**src/rtl/ex_gpio_port.sv**
```systemverilog
// Memory-mapped GPIO banks for the 6502 bus: per-bank OUT/DIR/IN/EDGE registers,
// a shared IEN register, synchronised inputs with edge flags and a level interrupt.
module ex_gpio_port #(
   parameter int unsigned address_width = 16,
   parameter int unsigned data_width    = 8,
   parameter int unsigned BaseAddress   = 'h9000,
   parameter int unsigned NumPorts      = 2,
   parameter int unsigned SyncStages    = 2,
   parameter int unsigned EdgeMode      = 2
) (
   input  logic                      clk_i,
   input  logic                      reset_ni,
   input  logic [address_width-1:0]  bus_addr_i,
   input  logic [data_width-1:0]     bus_data_i,
   input  logic                      bus_we_i,
   input  logic                      bus_re_i,
   output logic [data_width-1:0]     bus_data_o,
   output logic                      bus_rvalid_o,
   input  logic [NumPorts*8-1:0]     gpio_i,
   output logic [NumPorts*8-1:0]     gpio_o,
   output logic [NumPorts*8-1:0]     gpio_oe_o,
   output logic                      irq_o
);

   localparam int unsigned GpioW   = NumPorts * 8;
   localparam int unsigned IenOff  = 4 * NumPorts;
   localparam int unsigned ArmCnt  = SyncStages + 1;
   localparam int unsigned CntW    = $clog2(SyncStages + 2);

   logic [GpioW-1:0]         out_q, out_d;
   logic [GpioW-1:0]         dir_q, dir_d;
   logic [GpioW-1:0]         edge_q, edge_d;
   logic [NumPorts-1:0]      ien_q, ien_d;
   logic [GpioW-1:0]         sync_q [SyncStages];
   logic [GpioW-1:0]         prev_q;
   logic [CntW-1:0]          cnt_q, cnt_d;
   logic [data_width-1:0]    rdata_q, rdata_d;
   logic                     rvalid_q, rvalid_d;
   logic                     irq_q, irq_d;

   logic [address_width-1:0] off_c;
   logic [2:0]               port_c;
   logic [1:0]               reg_c;
   logic                     hit_port_c;
   logic                     hit_ien_c;
   logic [GpioW-1:0]         in_c;
   logic [GpioW-1:0]         rise_c;
   logic [GpioW-1:0]         fall_c;
   logic [GpioW-1:0]         edge_set_c;
   logic [GpioW-1:0]         w1c_c;
   logic [NumPorts-1:0]      port_flag_c;
   logic                     armed_c;
   logic [data_width-1:0]    rmux_c;

   assign in_c    = sync_q[SyncStages-1];
   assign armed_c = (cnt_q == CntW'(ArmCnt));

   // Address decode relative to the block base; below-base addresses wrap high and miss.
   always_comb begin
      off_c      = bus_addr_i - address_width'(BaseAddress);
      port_c     = off_c[4:2];
      reg_c      = off_c[1:0];
      hit_port_c = (off_c < address_width'(IenOff));
      hit_ien_c  = (off_c == address_width'(IenOff));
   end

   // Read mux over the pre-write register contents.
   always_comb begin
      rmux_c = '0;
      for (int p = 0; p < NumPorts; p++) begin
         if (hit_port_c && (port_c == 3'(p))) begin
            case (reg_c)
               2'd0:    rmux_c = out_q[p*8 +: 8];
               2'd1:    rmux_c = dir_q[p*8 +: 8];
               2'd2:    rmux_c = in_c[p*8 +: 8];
               default: rmux_c = edge_q[p*8 +: 8];
            endcase
         end
      end
      if (hit_ien_c) begin
         rmux_c = data_width'(ien_q);
      end
   end

   always_comb begin
      rvalid_d = bus_re_i && (hit_port_c || hit_ien_c);
      rdata_d  = rvalid_d ? rmux_c : '0;
   end

   // Edge qualification is held off until IN and its previous value both hold real samples.
   always_comb begin
      rise_c     = in_c & ~prev_q;
      fall_c     = ~in_c & prev_q;
      edge_set_c = '0;
      if (armed_c) begin
         case (EdgeMode)
            0:       edge_set_c = rise_c;
            1:       edge_set_c = fall_c;
            default: edge_set_c = rise_c | fall_c;
         endcase
      end
      cnt_d = armed_c ? cnt_q : cnt_q + CntW'(1);
   end

   // Register writes; IN is read-only and EDGE is write-1-to-clear with set priority.
   always_comb begin
      out_d = out_q;
      dir_d = dir_q;
      ien_d = ien_q;
      w1c_c = '0;
      if (bus_we_i && hit_port_c) begin
         for (int p = 0; p < NumPorts; p++) begin
            if (port_c == 3'(p)) begin
               case (reg_c)
                  2'd0:    out_d[p*8 +: 8] = bus_data_i[7:0];
                  2'd1:    dir_d[p*8 +: 8] = bus_data_i[7:0];
                  2'd3:    w1c_c[p*8 +: 8] = bus_data_i[7:0];
                  default: ;
               endcase
            end
         end
      end
      if (bus_we_i && hit_ien_c) begin
         ien_d = bus_data_i[NumPorts-1:0];
      end
      edge_d = (edge_q & ~w1c_c) | edge_set_c;
   end

   always_comb begin
      for (int p = 0; p < NumPorts; p++) begin
         port_flag_c[p] = |edge_q[p*8 +: 8];
      end
      irq_d = |(port_flag_c & ien_q);
   end

   always_ff @(posedge clk_i or negedge reset_ni) begin
      if (!reset_ni) begin
         out_q    <= '0;
         dir_q    <= '0;
         edge_q   <= '0;
         ien_q    <= '0;
         prev_q   <= '0;
         cnt_q    <= '0;
         rdata_q  <= '0;
         rvalid_q <= 1'b0;
         irq_q    <= 1'b0;
         for (int i = 0; i < SyncStages; i++) begin
            sync_q[i] <= '0;
         end
      end else begin
         out_q     <= out_d;
         dir_q     <= dir_d;
         edge_q    <= edge_d;
         ien_q     <= ien_d;
         prev_q    <= in_c;
         cnt_q     <= cnt_d;
         rdata_q   <= rdata_d;
         rvalid_q  <= rvalid_d;
         irq_q     <= irq_d;
         sync_q[0] <= gpio_i;
         for (int i = 1; i < SyncStages; i++) begin
            sync_q[i] <= sync_q[i-1];
         end
      end
   end

   assign gpio_o       = out_q;
   assign gpio_oe_o    = dir_q;
   assign bus_data_o   = rdata_q;
   assign bus_rvalid_o = rvalid_q;
   assign irq_o        = irq_q;

endmodule

```
**config.mk**
```make
export PLATFORM = sky130hd
export DESIGN_NAME = ex_gpio_port
export DESIGN_NICKNAME = d
export VERILOG_FILES = /design/src/rtl/ex_gpio_port.sv
export SDC_FILE = /design/constraint.sdc
export NUM_CORES = 1
export LEC_CHECK = 0
export ABC_AREA = 1
export CAP_MARGIN = 15
export CELL_PAD_IN_SITES_DETAIL_PLACEMENT = 0
export CELL_PAD_IN_SITES_GLOBAL_PLACEMENT = 1
export CORE_MARGIN = 5
export CORE_UTILIZATION = 35
export DETAILED_ROUTE_END_ITERATION = 8
export GPL_TIMING_DRIVEN = 0
export HOLD_SLACK_MARGIN = 0.05
export PLACE_DENSITY_LB_ADDON = 0.1
export SETUP_SLACK_MARGIN = 0.2
export SLEW_MARGIN = 30
export SYNTH_ARGS = -nofsm -noshare
export SYNTH_HDL_FRONTEND = slang
export SYNTH_SLANG_ARGS = --single-unit
```
**constraint.sdc**
```tcl
create_clock -name clk_i -period 1.4 [get_ports clk_i]
set_input_delay 0.35 -clock clk_i [delete_from_list [all_inputs] [get_ports clk_i]]
set_output_delay 0.35 -clock clk_i [all_outputs]
set_load 0.02 [all_outputs]
```
; After elaboration in Yosys (flattened, before gate mapping)
; Cells that the tools add are included.
[word_totals]
elab_cells = 57
regBits = 110
inputBits = 44
out_inout_bits = 42
[op_classes]
n_eq_ne = 6
addsub = 2
bitwise = 9
order_cmp = 1
n_mux = 11
reduce_logical = 15
[op_table]
columns = cell, count
row1 = 8-bit 2-to-1 mux, 7
row2 = 16-bit AND, 3
row3 = 16-bit inverter, 3
row4 = 8-bit one-hot mux with 3 select lines, 2
row5 = 16-bit 2-to-1 mux, 2
row6 = 16-bit OR, 2
row7 = "16-bit by 4-bit equality test with 1-bit output, second input constant", 1
row8 = "16-bit by 4-bit less-than comparator with 1-bit output, second input constant", 1
row9 = 8-bit OR reduction, 2
row10 = "16-bit subtractor, second input constant", 1
row11 = 3-bit AND reduction, 4
row12 = "2-bit equality test, second input constant", 3
row13 = 1-bit logical AND, 5
row14 = "3-bit by 1-bit equality test with 1-bit output, second input constant", 1
row15 = 3-bit logical NOT, 1
row16 = "2-bit by 1-bit adder with 2-bit output, second input constant", 1
row17 = 2-bit AND, 1
row18 = "2-bit by 1-bit equality test with 1-bit output, second input constant", 1
row19 = 2-bit logical NOT, 1
row20 = 2-bit OR reduction, 1
row21 = 1-bit logical OR, 1

; Depth between registers and ports, before layout
; Gate-level depths: netlist of run 1.
[depth]
ltp_word = 8
depth_mapped = 10
depth_no_buf = 10

; Worst setup path after synthesis of run 1
; OpenSTA, ideal clock, no wires.
[synth_path]
path_type = input to register
start = in bus_addr_i[9]
end = reg dir_q[6], in the netlist gpio_oe_o[6]
cell_stages = 9
t_required_ns = 1.277
t_arrival_ns = 1.334
setup_time_ns = 0.123
setup_slack_ns = -0.058
cell_sequence = nor2_1 > nand2_1 > nor2_4 > nand3_4 > nor2_4 > nand2_4 > buf_6 > nand2_2 > o21ai_2
[synth_between]
elab_chain_len = 4
[synth_lines]
columns = element, line_no
row1 = start: declaration, 13  ; input logic [address_width-1:0] bus_addr_i,
row2 = 16-bit subtractor, 60  ; off_c = bus_addr_i - address_width'(BaseAddress);
row3 = 16-bit by 4-bit less-than comparator with 1-bit output, 63  ; hit_port_c = (off_c < address_width'(IenOff));
row4 = 1-bit logical AND, 111  ; if (bus_we_i && hit_port_c) begin
row5 = 3-bit AND reduction (no line), n/a
row6 = end signal: assignment, 152  ; dir_q <= dir_d;
row7 = end: declaration, 31  ; logic [GpioW-1:0] dir_q, dir_d;
; No other way between the ends.
; A chain may end at the register's enable or synchronous reset.

; Final worst setup path of run 1
[layout_path]
start = in bus_addr_i[3]
end = reg out_q[7], in the netlist gpio_o[7]
[layout_between]
elab_chain_len = 4
word_cells_on_any_way = 5
cone_classes = add/sub: 1 / order compare: 1 / reduce/logical: 3
[layout_lines]
columns = element, line_no
row1 = 16-bit subtractor *, 60
row2 = 16-bit by 4-bit less-than comparator with 1-bit output, 63
row3 = 1-bit logical AND, 111
row4 = 3-bit AND reduction (no line) *, n/a
row5 = end signal: assignment, 151  ; out_q <= out_d;
row6 = end: declaration, 30  ; logic [GpioW-1:0] out_q, out_d;
; Every way passes the cells marked *; elsewhere a longest branch is shown, timed or not.

==> impl_metrics.toml, run 1 <==
[synthesis]
yosysTopAreaCell = "dfrtp_1"
netlist_top_cells_area = "dfrtp_1, nand2_1, o21ai_2, nand3_1, o21ai_0"
ys_warn_count = 0
ys_seq_elements = 110
synthArstFlopShare = 1.00
synth_fp_nets = 539
yosysTopAreaCellShare = 0.580
synth_ff_type = "dfrtp_1"
syn-cell-area_um2 = 4750
synth_edf_count = 0
ys_types = 35
synth_most_common_cell = "nand2_1"
syn_area_per_cell_um2 = 9.61
synth_seq_area_share = 0.580
synthCells = 494
synth_common_cells = "nand2_1, dfrtp_1, nand3_1, inv_1, o21ai_0"

[clocking]
clk_latency_ns = 0.35
cts_buffer_depth = 2
root_buffer = "clkbuf_16"
cts.clk_slew.worst_paths_ns = 0.07
cts.sinks = 110
cts_tree = "yes"
cts-buffers-inserted = 9
htreeDepth = 3

[cells_and_area]
areaGrowthSynthToFinish_pct = 52.8
multiInputGateArea_um2 = 2050
diodes = 0
n_fill_cell = 1228
seqCellArea_um2 = 2750
nNetsFinal = 705
drive_gt1_frac = 0.441

[routing]
viasPerCell = 4.76
drc = 0
drtIter0Drc = 208
avgRoutedWirePerCell_um = 17.2
firstDrtPassIters = 4
vias = 4004
ant_nets = 0
wl_um = 14500

[place]
io_buffers = 84
globalplace.congestion = 0.846
place_hpwl_um = 9770
pre_cts_ws_ns = -0.864

[die]
start_util = 0.357
die_area_um2 = 16000
die_x_um = 126
io_pins = 86
num_rows = 42
core_area_um2 = 13300
die_h_um = 126

[worst_setup_path]
slowest_delay_ns = 0.28
crit_arrival_ns = 1.61
cp-start-kind = "primary input"
crit_slowest_cell = "nor3_4"
worstSetupPathType = "primary input to register"
endpoint_kind = "register"
crit_buf_inv = 2
critPathTopFamily = "simple AND/OR/NAND/NOR gates"
crit_chain = "clkdlybuf4s15_2, nor3_4, nand3_4, nor2_4, nand2_4, buf_8, nand2_2, o21ai_2"
timing.critical_path.fanout_max = 5
cp.required_ns = 1.64

[pwr]
power_density_nw_per_um2 = 882
p_leak_nw = 3.38
irDropWorstVdd_v = 0.000485

[grt]
grt_max_degree = 71
grt_pass1_vias = 4099
grtUsageTotal = 0.181
antenna_found_initial = 0
gr-total-overflow = 0
grt_pass1_wl_um = 22400

[timing]
layout_setup_ws_ns = 0.0283
fin_crit_ns = 1.37
setup_viol = 0
skew_ns = 0.00502
slew_violations = 0
hold_slack_ns = 0.349
final.period_utilization = 0.980
max_slew_margin = 0.647
rsz0062_at_grt = "true"
hold_viol_final = 0
clock.fmax_mhz = 729
finalSetupTns_ns = 0
worstMarginPinSlew_ns = 0.525

[min_path]
hp-class = "register to register"

[outcome]
status = "complete, no violations"

[job]
cap_viol_max_count = 0
[sequential cells by signal, indices dropped and copies added, names as in the netlist]
signal,count
bus_data_o,8
bus_rvalid_o,1
cnt_q,2
edge_q,16
gpio_o,16
gpio_oe_o,16
ien_q,2
in_c,16
irq_o,1
prev_q,16
sync_q,16
[worst reg2reg max path, cell delays in order, from the launching register on]
cell     delay (ns)
dfrtp_1        0.43
buf_4          0.17
nand3_1        0.07
nand3_1        0.13
nand2_1        0.12
o21ai_2        0.06
nor2_1         0.13
nor2_1         0.05
[worst paths after layout]
check / cells after the start / to / startpoint / slack (ns)
max: 8 / gpio_o[7]$_DFFE_PN0P_ / bus_addr_i[3] / 0.03
min: 0 / in_c[10]$_DFF_PN0_ / sync_q[26]$_DFF_PN0_ / 0.35
max reg2reg: 7 / bus_data_o[0]$_DFF_PN0_ / gpio_oe_o[8]$_DFFE_PN0P_ / 0.12
min reg2reg: 0 / in_c[10]$_DFF_PN0_ / sync_q[26]$_DFF_PN0_ / 0.35
max in group asynchronous: 3 / edge_q[15]$_DFF_PN0_ / reset_ni / 0.37
min in group asynchronous: 2 / sync_q[31]$_DFF_PN0_ / reset_ni / 0.48
[placed cells by master (no fill, tap or decap), types with 5 or more instances in the layout]
master / count
nor2_2: 8
clkdlybuf4s50_1: 25
o21ai_1: 12
clkbuf_16: 12
or2_2: 17
buf_4: 53
nand2_4: 12
nor2_4: 14
nor3_2: 6
buf_2: 7
nand2_2: 17
o21ai_2: 37
nand2_1: 106
o21ai_0: 17
buf_6: 62
buf_8: 6
nand3_1: 41
nor2_1: 19
dfrtp_1: 109
nand4_1: 5
inv_1: 24
inv_2: 7
[per-stage QoR]
step	instances	util	area (µm²)	total power, mW
after floorplan	494	-	4830	3.53
after global placement	754	0.443	5890	3.82
after CTS	830	0.521	6930	6.42
after global routing	841	0.546	7250	6.64
after detailed placement	755	0.445	5920	3.83
final	841	0.546	7250	6.39
[final cells by class]
| type | instances | share of cell area |
|---|---|---|
| Clock inverter | 6 | 0.00845 |
| Inverter | 36 | 0.0216 |
| Multi-Input combinational cell | 335 | 0.283 |
| Clock buffer | 10 | 0.0329 |
| Sequential cell | 110 | 0.380 |
| Timing Repair Buffer | 154 | 0.221 |
| Buffer | 14 | 0.0236 |
| Tap cell | 176 | 0.0304 |
[layer usage]
layer  GRT usage  part of all wire
met1       0.263              0.46
met2       0.275              0.47
met3      0.0324             0.060
met4      0.0612             0.018
met5           0                 0
[power breakdown]
group | switching (mW) | internal [mW] | leakage [nW]
Combinational | 0.313 | 0.228 | 1.90
Sequential | 0.0441 | 3.25 | 1.33
Clock | 1.13 | 1.43 | 0.148
[cell families after synthesis]
group | after synthesis | share of synthesized area
compound gates | 72 | 0.101
xor+xnor | 1 | 0.00185
fa+ha+maj | 1 | 0.00264
flops | 110 | 0.580
buf+inv | 50 | 0.0530
mux | 1 | 0.00237
simple gates | 259 | 0.259
[repair_timing]
action | 4_1_cts | 5_1_grt
resized for setup | 389 | 49
pin swaps | 30 | 19
gates cloned | 5 | 3
setup buffers | 53 | 8
hold buffers | 1 | 0
endpoints found under the setup margin | 103 | 173
hold endpoints to repair | 40 | 0
No activity file was read; power rests on OpenSTA's default activity.
==> inputs of run 2 (changes only) <==
SETUP_SLACK_MARGIN = unset   (was 0.2)
clock period = 1.8 ns   (was 1.4 ns; I/O delays follow)
==> run 2 against run 1 <==
  * Non-clock buffer count shrank 60
  * Utilization shrank 7.6 points
  * Die area is the same
  * Sequential cell count is the same
  * Via count shrank 7.8%
  * First-iteration DRC count shrank 21%
  * Sequential power shrank 22%
  * Global-route usage shrank 1.0 points
  * Largest power group unchanged
==> impl_metrics.toml, run 2 (synthesized netlist as in run 1, its figures left out) <==
[die]
die_x_um = 126
die_h_um = 126
num_rows = 42
io_pins = 86
start_util = 0.357
core_area_um2 = 13300
die_area_um2 = 16000

[grt]
grt_max_degree = 62
grt_use_met2 = 0.255
antenna_found_initial = 0
gr-total-overflow = 0
met3_usage = 0.0399
grtUsageTotal = 0.171
grt_pass1_vias = 3714
gr-max-usage-layer = "met2"
grt_pass1_wl_um = 20900
grt.met1_usage = 0.250

[pwr]
power_density_nw_per_um2 = 769
irDropWorstVdd_v = 0.000504
p_leak_nw = 3.06

[place]
dpl-instance-area_um2 = 5840
io_buffers = 84
globalplace.congestion = 0.849
place_hpwl_um = 9910

[clocking]
cts.sinks = 110
root_buffer = "clkbuf_16"
cts.clk_slew.worst_paths_ns = 0.08
clk_latency_ns = 0.35
cts_tree = "yes"
cts-buffers-inserted = 9
cts_buffer_depth = 2
htreeDepth = 3

[cells_and_area]
diodes = 0
areaGrowthSynthToFinish_pct = 31.6
postLayoutCellArea_um2 = 6250
final_common_cell = "nand2_1"
n_fill_cell = 1311
drive_gt1_frac = 0.197
nNetsFinal = 644
final_util = 0.470
final_cell_mix = "nand2_1, dfrtp_1, nand3_1"

[worst_setup_path]
worstSetupPathType = "primary input to register"
cp-start-kind = "primary input"
cp.required_ns = 2.08
timing.critical_path.fanout_max = 10
endpoint_kind = "register"
crit_arrival_ns = 2.03
startpoint = "bus_addr_i[13]"
r2r_start = "cnt_q[0]$_DFFE_PN0N_"
r2r_setup_slack_ns = 0.24

[timing]
slew_violations = 0
setup_viol = 0
final.period_utilization = 0.973
skew_ns = 0.00864
hold_viol_final = 0
max_slew_margin = 0.679
clock.fmax_mhz = 571
hold_slack_ns = 0.350
fin_crit_ns = 1.75
worstMarginPinSlew_ns = 0.481
finalSetupTns_ns = 0

[routing]
firstDrtPassIters = 4
avgRoutedWirePerCell_um = 16.9
drc = 0
viasPerCell = 4.73
wl_um = 13200
vias = 3690
drtIter0Drc = 165
ant_nets = 0

[min_path]
hp-class = "register to register"
hold_start = "sync_q[29]$_DFF_PN0_"

[outcome]
status = "complete, no violations"

[job]
cap_viol_max_count = 0
## run 2: final cells by class
type | count | area, µm² | share of cell area
clock buffer | 9 | 225 | 0.0360
inverter | 36 | 138 | 0.0220
sequential | 110 | 2750 | 0.441
timing repair buffer | 94 | 946 | 0.151
tap | 176 | 220 | 0.0352
buffer | 14 | 126 | 0.0202
multi-input combinational | 334 | 1780 | 0.286
clock inverter | 7 | 56.3 | 0.00901
## run 2: where the power goes
group	switching (mW)	total [mW]	internal [mW]
sequential	0.0352	2.56	2.52
clock	0.935	1.89	0.954
combinational	0.211	0.356	0.145
## run 2: timing repair
action | 4_1_cts | 5_1_grt
hold buffers | 1 | 0
gates resized for setup | 39 | 26
setup buffers | 1 | 6
pin swaps | 3 | 14
cloned | 0 | 1
setup endpoints to repair | 76 | 50
endpoints found under the hold margin | 18 | 0
## run 2: worst max-delay path, cell delays in order
cell and delay (ns):
clkdlybuf4s50_1 0.42, nor2_2 0.11, nand2_2 0.07, nor2_4 0.20
nand3_2 0.14, buf_4 0.20, buf_6 0.14, o21ai_0 0.08
nand2_1 0.10, nor2_1 0.12
## run 2: per-stage QoR
step / setup WS, ns / power, mW / instances
after CTS: 0.00880 / 4.87 / 773
after detailed placement: -0.567 / 2.97 / 755
after global routing: -0.0302 / 5.00 / 780
final: 0.0484 / 4.80 / 780
after floorplan: 0.242 / 2.74 / 494
after global placement: -3.92 / 2.96 / 754
## run 2: path summary, 6_finish.rpt
path / to / depth (start not counted)
max reg2reg: edge_q[15]$_DFF_PN0_ / 5
min in group asynchronous: in_c[13]$_DFF_PN0_ / 2
min reg2reg: in_c[13]$_DFF_PN0_ / 0
min: in_c[13]$_DFF_PN0_ / 0
max: bus_data_o[6]$_DFF_PN0_ / 10
max in group asynchronous: ien_q[0]$_DFFE_PN0P_ / 3
## run 2: metal layers
| metal | wire (µm) | part of all wire |
|---|---|---|
| met5 | 0 | 0 |
| met4 | 173 | 0.013 |
| met3 | 729 | 0.055 |
| met2 | 5830 | 0.44 |
| met1 | 6420 | 0.49 |
